`src/rtl/debug_dump_tx.sv`:
```
// Debug-link UART reporter: streams A5, PC, REGS, MEM, LATCH words (MSB byte first), 5A over 8N1 TX.
// Word FSM walks the debug read ports; an internal byte transmitter paces it through a load/tx_done handshake.
module debug_dump_tx #(
   parameter int CLK_DIV     = 868,
   parameter int N_REGS      = 32,
   parameter int MEM_WORDS   = 32,
   parameter int LATCH_WORDS = 20,
   parameter int SETTLE      = 2
) (
   input  logic        clk,
   input  logic        rst,
   input  logic        start,
   input  logic [31:0] inPC,
   input  logic [31:0] inFRData,
   input  logic [31:0] inMemData,
   input  logic [31:0] inLatch,
   output logic [31:0] outDebugAddress,
   output logic [6:0]  outControlLatchMux,
   output logic        out_debug_on,
   output logic        busy,
   output logic        done,
   output logic        TX
);

   localparam int DIV_W = (CLK_DIV > 2) ? $clog2(CLK_DIV) : 1;

   typedef enum logic [2:0] {
      S_IDLE, S_HDR, S_SET, S_WAIT, S_CAP, S_SEND, S_TRL, S_DONE
   } state_t;

   typedef enum logic [1:0] {
      PH_PC, PH_REG, PH_MEM, PH_LAT
   } phase_t;

   state_t      state_q;
   phase_t      phase_q;
   logic [31:0] idx_q;
   logic [31:0] pc_q;
   logic [31:0] word_q;
   logic [2:0]  byte_q;
   logic [7:0]  wait_q;
   logic        busy_q;
   logic        done_q;
   logic [31:0] addr_q;
   logic [6:0]  mux_q;

   logic             tx_q;
   logic             tx_busy_q;
   logic [DIV_W-1:0] div_q;
   logic [3:0]       bit_q;
   logic [7:0]       sh_q;
   logic             tx_done;

   logic        ld_d;
   logic [7:0]  ld_byte_d;
   logic [31:0] cap_word;
   phase_t      adv_ph;
   logic [31:0] adv_idx;
   logic        adv_trl;

   assign outDebugAddress    = addr_q;
   assign outControlLatchMux = mux_q;
   assign out_debug_on       = busy_q;
   assign busy               = busy_q;
   assign done               = done_q;
   assign TX                 = tx_q;

   assign tx_done = tx_busy_q && (bit_q == 4'd9) && (div_q == DIV_W'(CLK_DIV - 1));

   always_comb begin
      cap_word = inLatch;
      case (phase_q)
         PH_PC:   cap_word = pc_q;
         PH_REG:  cap_word = inFRData;
         PH_MEM:  cap_word = inMemData;
         default: cap_word = inLatch;
      endcase
   end

   // Next word after the current one: stay in phase, or fall through empty phases to the trailer.
   always_comb begin
      adv_trl = 1'b0;
      adv_ph  = phase_q;
      adv_idx = idx_q + 32'd1;
      case (phase_q)
         PH_PC: begin
            adv_idx = '0;
            if (N_REGS > 0)           adv_ph  = PH_REG;
            else if (MEM_WORDS > 0)   adv_ph  = PH_MEM;
            else if (LATCH_WORDS > 0) adv_ph  = PH_LAT;
            else                      adv_trl = 1'b1;
         end
         PH_REG: begin
            if (idx_q == 32'(N_REGS - 1)) begin
               adv_idx = '0;
               if (MEM_WORDS > 0)        adv_ph  = PH_MEM;
               else if (LATCH_WORDS > 0) adv_ph  = PH_LAT;
               else                      adv_trl = 1'b1;
            end
         end
         PH_MEM: begin
            if (idx_q == 32'(MEM_WORDS - 1)) begin
               adv_idx = '0;
               if (LATCH_WORDS > 0) adv_ph  = PH_LAT;
               else                 adv_trl = 1'b1;
            end
         end
         default: begin
            if (idx_q == 32'(LATCH_WORDS - 1)) adv_trl = 1'b1;
         end
      endcase
   end

   always_comb begin
      ld_d      = 1'b0;
      ld_byte_d = word_q[31:24];
      case (state_q)
         S_IDLE, S_DONE: begin
            if (start) begin
               ld_d      = 1'b1;
               ld_byte_d = 8'hA5;
            end
         end
         S_CAP: begin
            ld_d      = 1'b1;
            ld_byte_d = cap_word[31:24];
         end
         S_SEND: begin
            if (byte_q != 3'd4 && !tx_busy_q) ld_d = 1'b1;
         end
         S_TRL: begin
            if (byte_q == 3'd0) begin
               ld_d      = 1'b1;
               ld_byte_d = 8'h5A;
            end
         end
         default: ld_d = 1'b0;
      endcase
   end

   always_ff @(posedge clk or posedge rst) begin
      if (rst) begin
         tx_q      <= 1'b1;
         tx_busy_q <= 1'b0;
         div_q     <= '0;
         bit_q     <= '0;
         sh_q      <= '0;
      end else if (ld_d && !tx_busy_q) begin
         tx_q      <= 1'b0;
         tx_busy_q <= 1'b1;
         div_q     <= '0;
         bit_q     <= '0;
         sh_q      <= ld_byte_d;
      end else if (tx_busy_q) begin
         if (div_q == DIV_W'(CLK_DIV - 1)) begin
            div_q <= '0;
            if (bit_q == 4'd9) begin
               tx_busy_q <= 1'b0;
               tx_q      <= 1'b1;
            end else begin
               bit_q <= bit_q + 4'd1;
               if (bit_q == 4'd8) begin
                  tx_q <= 1'b1;
               end else begin
                  tx_q <= sh_q[0];
                  sh_q <= {1'b0, sh_q[7:1]};
               end
            end
         end else begin
            div_q <= div_q + DIV_W'(1);
         end
      end
   end

   always_ff @(posedge clk or posedge rst) begin
      if (rst) begin
         state_q <= S_IDLE;
         phase_q <= PH_PC;
         idx_q   <= '0;
         pc_q    <= '0;
         word_q  <= '0;
         byte_q  <= '0;
         wait_q  <= '0;
         busy_q  <= 1'b0;
         done_q  <= 1'b0;
         addr_q  <= '0;
         mux_q   <= '0;
      end else begin
         done_q <= 1'b0;
         case (state_q)
            S_IDLE, S_DONE: begin
               if (start) begin
                  state_q <= S_HDR;
                  busy_q  <= 1'b1;
                  pc_q    <= inPC;
                  phase_q <= PH_PC;
                  idx_q   <= '0;
                  addr_q  <= '0;
                  mux_q   <= '0;
               end else begin
                  state_q <= S_IDLE;
               end
            end
            S_HDR: begin
               if (tx_done) state_q <= S_CAP;
            end
            S_SET: begin
               wait_q  <= '0;
               state_q <= (SETTLE > 1) ? S_WAIT : S_CAP;
            end
            S_WAIT: begin
               if (wait_q == 8'(SETTLE - 2)) state_q <= S_CAP;
               else                          wait_q  <= wait_q + 8'd1;
            end
            S_CAP: begin
               // First byte leaves straight from the read port; the rest are shifted up.
               word_q  <= {cap_word[23:0], 8'h00};
               byte_q  <= 3'd1;
               state_q <= S_SEND;
            end
            S_SEND: begin
               if (byte_q != 3'd4) begin
                  if (!tx_busy_q) begin
                     byte_q <= byte_q + 3'd1;
                     word_q <= {word_q[23:0], 8'h00};
                  end
               end else if (tx_done) begin
                  if (adv_trl) begin
                     state_q <= S_TRL;
                     byte_q  <= 3'd0;
                     addr_q  <= '0;
                     mux_q   <= '0;
                  end else begin
                     state_q <= S_SET;
                     phase_q <= adv_ph;
                     idx_q   <= adv_idx;
                     addr_q  <= (adv_ph == PH_LAT) ? 32'd0 : adv_idx;
                     mux_q   <= (adv_ph == PH_LAT) ? adv_idx[6:0] : 7'd0;
                  end
               end
            end
            S_TRL: begin
               if (byte_q == 3'd0) begin
                  byte_q <= 3'd1;
               end else if (tx_done) begin
                  state_q <= S_DONE;
                  busy_q  <= 1'b0;
                  done_q  <= 1'b1;
               end
            end
            default: state_q <= S_IDLE;
         endcase
      end
   end

endmodule
```
`config.mk`:
```
export PLATFORM = sky130hd
export DESIGN_NAME = debug_dump_tx
export DESIGN_NICKNAME = d
export VERILOG_FILES = /design/src/rtl/debug_dump_tx.sv
export SDC_FILE = /design/constraint.sdc
export NUM_CORES = 1
export LEC_CHECK = 0
export CAP_MARGIN = 20
export CORE_MARGIN = 3
export CORE_UTILIZATION = 53
export CTS_CLUSTER_SIZE = 25
export DETAILED_ROUTE_END_ITERATION = 7
export PLACE_DENSITY = 0.81
export SYNTH_ARGS = -nofsm -noshare
export SYNTH_HDL_FRONTEND = slang
export SYNTH_SLANG_ARGS = --single-unit
export TNS_END_PERCENT = 1
```
`constraint.sdc`:
```
create_clock -name clk -period 8.4 [get_ports clk]
set_clock_uncertainty 0.1 [all_clocks]
set_input_delay 1.68 -clock clk [delete_from_list [all_inputs] [get_ports clk]]
set_output_delay 1.68 -clock clk [all_outputs]
set_load 0.02 [all_outputs]
```
==> results of run 1 <==
area by class of cell:
type                       count  area share
timing repair buffer         184      0.1560
tap                          220     0.02367
clock inverter                13     0.01442
inverter                      19    0.006563
sequential                   169      0.3637
multi-input combinational    763      0.3975
clock buffer                  19     0.03809
per-stage QoR:
| step | worst slack (ns) | total power, mW | hold WS (ns) | cell area [um2] | utilization |
|---|---|---|---|---|---|
| 4_1_cts | 4.204 | 1.839 | 0.3828 | 11630 | 0.6915 |
| 3_3_place_gp | 3.837 | 1.030 | 0.3556 | 11020 | 0.6552 |
| 2_1_floorplan | 2.047 | 0.9355 | 0.3446 | 9231 | - |
| 5_1_grt | 4.002 | 1.893 | 0.4106 | 11630 | 0.6915 |
| 6_report | 4.187 | 1.833 | 0.3749 | 11630 | 0.6915 |
| 3_5_place_dp | 3.773 | 1.032 | 0.3668 | 11020 | 0.6552 |
worst max-delay path by stage:
stage | depth (start not counted) | end | from | slack, ns
after floorplan | 1 | bit_q[0] | rst | 2.05
after global placement | 8 | idx_q[17] | start | 3.84
after detailed placement | 8 | idx_q[19] | start | 3.77
after CTS | 8 | idx_q[28] | start | 4.20
after global routing | 8 | idx_q[17] | start | 4.00
final | 8 | idx_q[28] | start | 4.19
routing by layer:
layer / GRT usage / part of all wire / vias to the layer above
met3: 0.07547 / 0.080 / 43
met5: 0 / 0 / -
met1: 0.3565 / 0.41 / 4007
met2: 0.4447 / 0.48 / 332
li1: - / - / 3930
met4: 0.09879 / 0.032 / 0
cell usage after synthesis (13+ instances only):
master | n | area [um2]
o211a_1 | 18 | 180.2
xor2_1 | 26 | 227.7
a21oi_1 | 52 | 260.3
clkbuf_1 | 36 | 135.1
inv_1 | 19 | 71.32
nand2b_1 | 13 | 81.33
dfrtp_1 | 168 | 4204
o31ai_1 | 21 | 157.7
nand3_1 | 23 | 115.1
o21ai_0 | 62 | 310.3
a22o_1 | 19 | 166.4
buf_2 | 17 | 85.08
nand2_1 | 241 | 904.6
ha_1 | 14 | 175.2
a222oi_1 | 32 | 320.3
xnor2_1 | 14 | 122.6
nor2_1 | 64 | 240.2
nand4_1 | 15 | 93.84
worst reg2reg max path, cell delays in order (launching register included):
cell,delay [ns]
dfrtp_1,0.74
nand3b_1,0.75
nor2_1,0.21
a21oi_4,0.16
buf_4,0.57
a21o_2,0.58
nor2_2,0.22
a22o_1,0.26
state kept, by name, indices dropped and copies added, names as in the netlist, 7 cells and up:
name,flops
outDebugAddress,32
idx_q,32
sh_q,8
div_q,10
pc_q,32
outControlLatchMux,7
wait_q,8
word_q,24
logic make-up (layout without fill, tap and decap cells):
kind of cell | Yosys count | after routing | share of synthesized area
AND/OR/NAND/NOR | 429 | 429 | 0.2204
AO/OA/AOI/OAI | 271 | 271 | 0.2117
flip-flops | 169 | 169 | 0.4583
buffers and inverters | 87 | 235 | 0.04215
XOR/XNOR | 40 | 40 | 0.03795
adder cells (fa/ha/maj) | 14 | 14 | 0.01898
multiplexers | 9 | 9 | 0.01057
power by group:
group / switching [mW] / internal, mW
logic: 0.0762 / 0.0928
clock network: 0.336 / 0.478
registers: 0.0167 / 0.833
total: 0.429 / 1.40
cell usage in the layout, fill, tap and decap left out, types with 4 or more instances in the layout:
master	n
nand2_1	241
clkdlybuf4s50_1	173
dfrtp_1	168
nor2_1	64
o21ai_0	62
a21oi_1	52
a222oi_1	32
xor2_1	26
nand3_1	23
o31ai_1	21
a22o_1	19
inv_1	18
o211a_1	18
clkbuf_16	17
nand4_1	15
xnor2_1	14
ha_1	14
nand2b_1	13
nor3_1	11
buf_4	11
and3_1	10
o31ai_2	9
o21ai_1	8
nor2b_1	7
and4_1	7
a21o_1	7
o41ai_1	7
mux2_2	6
o211ai_1	6
nor4_1	5
and2_1	5
a31oi_1	5
nor4_2	4
o22ai_1	4
clkinv_4	4
==> flow_metrics.env, run 1 <==
export IMPL_run_status="finished, final reports clean"
export IMPL_cts_num_sinks=169
export IMPL_grt_overflow=0
export IMPL_critical_path_required_ns=8.62
export IMPL_r2r_cells=7
export IMPL_io_buffer_count=173
export IMPL_reg2reg_from="state_q[1]"
export IMPL_grt_max_degree=108
export IMPL_final_cells=1387
export IMPL_clock_latency_ns=0.43
export IMPL_dieArea_mm2=0.01904
export IMPL_grt_setup_unrepaired="no"
export IMPL_cts_tree="done"
export IMPL_register_area_mm2=0.004230
export IMPL_row_count=47
export IMPL_fin_tns_setup_ns=0
export IMPL_grt_pass1_vias=7968
export IMPL_netlist_instances=1019
export IMPL_critPathBufInv=3
export IMPL_worstPathCellList="clkdlybuf4s50_1, o21a_1, buf_4, a21oi_4, buf_4, a21o_2, nor2_2, a22o_1"
export IMPL_r2r_end="idx_q[28]"
export IMPL_core_region_area_mm2=0.01682
export IMPL_first_iter_violations=850
export IMPL_synth_avg_cell_area_um2=9.059
export IMPL_ir_worst_vdd_mv=0.1506
export IMPL_finalCritPeriodShare=0.5015
export IMPL_num_vias=8312
export IMPL_worst_slew_pin_slew_ns=1.013
export IMPL_synth_main_ff_cell="dfrtp_1"
export IMPL_multi_input_area_mm2=0.004623
export IMPL_dieWidth_um=138.0
export IMPL_cp_start_kind="primary input"
export IMPL_drt_wl_total_mm=25.41
export IMPL_synth_edf_count=0
export IMPL_grt_pass1_wl_mm=40.81
export IMPL_power_density_mw_per_mm2=157.6
export IMPL_yosysUniqueCellTypes=68
export IMPL_numCtsBuffers=17
export IMPL_clock_path_buffers=2
export IMPL_cts_setup_buffers=0
export IMPL_synth_warning_count=0
export IMPL_cts_root_buffer="clkbuf_16"
export IMPL_drive_above_1_share=0.06941
export IMPL_viasPerCell=5.993
export IMPL_start_util=0.5489
export IMPL_fillers=1357
export IMPL_slowest_delay_ns=0.57
export IMPL_antenna_cells=0
export IMPL_ant_nets=0
export IMPL_cts_resized=0
export IMPL_maxCapViolations=0
export IMPL_fmax_ghz=0.2374
export IMPL_slew_viol_final=0
export IMPL_cp_common_cell="buf_4"
export IMPL_syn_area_mm2=0.009231
export IMPL_wl_per_cell_um=18.32
export IMPL_drc=0
export IMPL_ff2ff_setup_slack_ns=4.71
export IMPL_mappedNetlistNets=1164
export IMPL_cp_arrival_ns=4.43
export IMPL_first_pass_iters=8
export IMPL_crit_slowest_cell="buf_4"
export IMPL_slew_headroom=0.3184
export IMPL_clk_pin_slew_ns=0.07
export IMPL_path_class="primary input to flip-flop"
export IMPL_hold_viol_final=0
export IMPL_hold_start="outDebugAddress[1]"
export IMPL_cts_hold_buffers_added=0
export IMPL_period_needed_ns=4.213
export IMPL_hp_class="flip-flop to flip-flop"
export IMPL_ys_async_sr_fraction=1.000
export IMPL_placedCellCount=1355
export IMPL_cp_end_kind="flip-flop"
export IMPL_crit_fanout=70
export IMPL_yosysSeqAreaShare=0.4583
export IMPL_ys_seq_elements=169
export IMPL_dp_hpwl_mm=17.87
export IMPL_htreeDepth=4
export IMPL_hold_path_depth=2
export IMPL_setup_viol_count_final=0
export IMPL_nets=1299
export IMPL_die_h_um=138.0
export IMPL_antenna_found_initial=0
export IMPL_p_leak_nw=5.152
export IMPL_hold_end="outDebugAddress[1]"
export IMPL_crit_family="buffers and inverters"
export IMPL_groute_usage_overall=0.2750
export IMPL_io_pins=174
export IMPL_gp_congestion=0.8775
export IMPL_area_growth_pct=25.98
Note: power is estimated with default switching activity, not from simulation.
==> run 2, diff against run 1 <==
- clock period: 8.4 -> 4.3 ns (I/O delays scaled with it)
==> flow_metrics.env, run 2 (synthesis results as in run 1) <==
export IMPL_critPathBufInv=0
export IMPL_first_iter_violations=838
export IMPL_dieArea_mm2=0.01904
export IMPL_dieWidth_um=138.0
export IMPL_cp_start_kind="flip-flop"
export IMPL_grt_setup_unrepaired="no"
export IMPL_maxCapViolations=0
export IMPL_p_leak_nw=5.159
export IMPL_fin_tns_setup_ns=0
export IMPL_cts_hold_buffers_added=0
export IMPL_drc=0
export IMPL_drt_wl_total_mm=24.82
export IMPL_crit_family="simple AND/OR/NAND/NOR gates"
export IMPL_viasPerCell=5.858
export IMPL_clock_latency_ns=0.43
export IMPL_num_vias=8142
export IMPL_run_status="finished, final reports clean"
export IMPL_layout_common_cells="nand2_1 (241), clkdlybuf4s50_1 (173), dfrtp_1 (168)"
export IMPL_nets=1302
export IMPL_slew_headroom=0.3463
export IMPL_first_pass_iters=7
export IMPL_grt_pass1_wl_mm=40.09
export IMPL_final_common_cell="nand2_1"
export IMPL_antenna_found_initial=0
export IMPL_wl_per_cell_um=17.86
export IMPL_slowest_delay_ns=0.80
export IMPL_hold_viol_final=0
export IMPL_grt_max_degree=126
export IMPL_groute_usage_overall=0.2687
export IMPL_htreeDepth=4
export IMPL_cts_resized=0
export IMPL_cts_num_sinks=169
export IMPL_worst_slew_pin_slew_ns=0.9731
export IMPL_die_h_um=138.0
export IMPL_cp_arrival_ns=3.47
export IMPL_ant_nets=0
export IMPL_cts_setup_buffers=0
export IMPL_period_needed_ns=3.211
export IMPL_grt_pass1_vias=7824
export IMPL_cp_end_kind="flip-flop"
export IMPL_path_class="flip-flop to flip-flop"
export IMPL_io_pins=174
export IMPL_drive_above_1_share=0.07179
export IMPL_fillers=1330
export IMPL_critical_path_required_ns=4.56
export IMPL_start_util=0.5489
export IMPL_numCtsBuffers=17
export IMPL_clk_pin_slew_ns=0.07
export IMPL_grt_overflow=0
export IMPL_power_density_mw_per_mm2=305.2
export IMPL_crit_slowest_cell="and3b_1"
export IMPL_fmax_ghz=0.3114
export IMPL_worstPathCellList="and3b_1, o21ai_1, a21o_2, nor2_2, a22o_1"
export IMPL_cts_tree="done"
export IMPL_hp_class="flip-flop to flip-flop"
export IMPL_cts_root_buffer="clkbuf_16"
export IMPL_hold_worst_slack_ns=0.3783
export IMPL_core_region_area_mm2=0.01682
export IMPL_gp_congestion=0.9060
export IMPL_area_growth_pct=26.24
export IMPL_crit_fanout=32
export IMPL_slew_viol_final=0
export IMPL_row_count=47
export IMPL_setup_viol_count_final=0
export IMPL_clock_path_buffers=2
export IMPL_dp_hpwl_mm=17.81
export IMPL_io_buffer_count=173
export IMPL_antenna_cells=0
export IMPL_finalCritPeriodShare=0.7469
export IMPL_ir_worst_vdd_mv=0.2754
## run 2: cell count changes in the layout (fill, tap and decap cells not counted)
cell        before  now
clkbuf_8         1    0
buf_12           0    1
clkinv_2         2    3
clkinv_4         4    2
buf_4           11   13
clkinvlp_4       2    4
## run 2: worst register-to-register path: stages, from the launching register on
cell,delay [ns]
dfrtp_1,0.67
and3b_1,0.80
o21ai_1,0.40
a21o_2,0.51
nor2_2,0.46
a22o_1,0.22
## run 2: power by group
part,switching (mW),internal (mW)
Combinational,0.148,0.183
Sequential,0.0287,1.63
Clock,0.651,0.917
## run 2: metrics by stage
stage               power [mW]  instance area, um2  utilization  cells  worst slack, ns
floorplan                1.828                9235            -   1019            1.186
CTS                      3.572               11650       0.6929   1390            1.145
finish                   3.556               11650       0.6929   1390            1.089
global placement         2.012               11050       0.6572   1358            1.136
global route             3.682               11650       0.6929   1390           0.7812
detailed placement       2.015               11050       0.6572   1358            1.087
## run 2: final timing paths
check / cells past startpoint / startpoint / endpoint / slack [ns]
setup reg to reg: 5 / state_q[2] / idx_q[19] / 1.09
setup / recovery: 5 / state_q[2] / idx_q[19] / 1.09
hold reg to reg: 2 / outDebugAddress[23] / outDebugAddress[23] / 0.38
max in group asynchronous: 3 / rst / pc_q[20] / 2.68
min in group asynchronous: 3 / rst / outControlLatchMux[4] / 0.87
hold / removal: 2 / outDebugAddress[23] / outDebugAddress[23] / 0.38
## run 2: layer usage
layer	part of all wire	routed length [um]	global-route usage
met2	0.48	11890	0.4406
met3	0.079	1970	0.07148
met4	0.023	563	0.07739
met5	0	0	0
met1	0.42	10400	0.3529
## run 2: final cells by class
class | instances | area [um2] | share of cell area
clock inverter | 14 | 171.4 | 0.01471
tap | 220 | 275.3 | 0.02362
clock buffer | 18 | 429.2 | 0.03683
timing repair buffer | 187 | 1849 | 0.1587
inverter | 19 | 75.07 | 0.006442
multi-input combinational | 763 | 4623 | 0.3967
sequential | 169 | 4230 | 0.3630
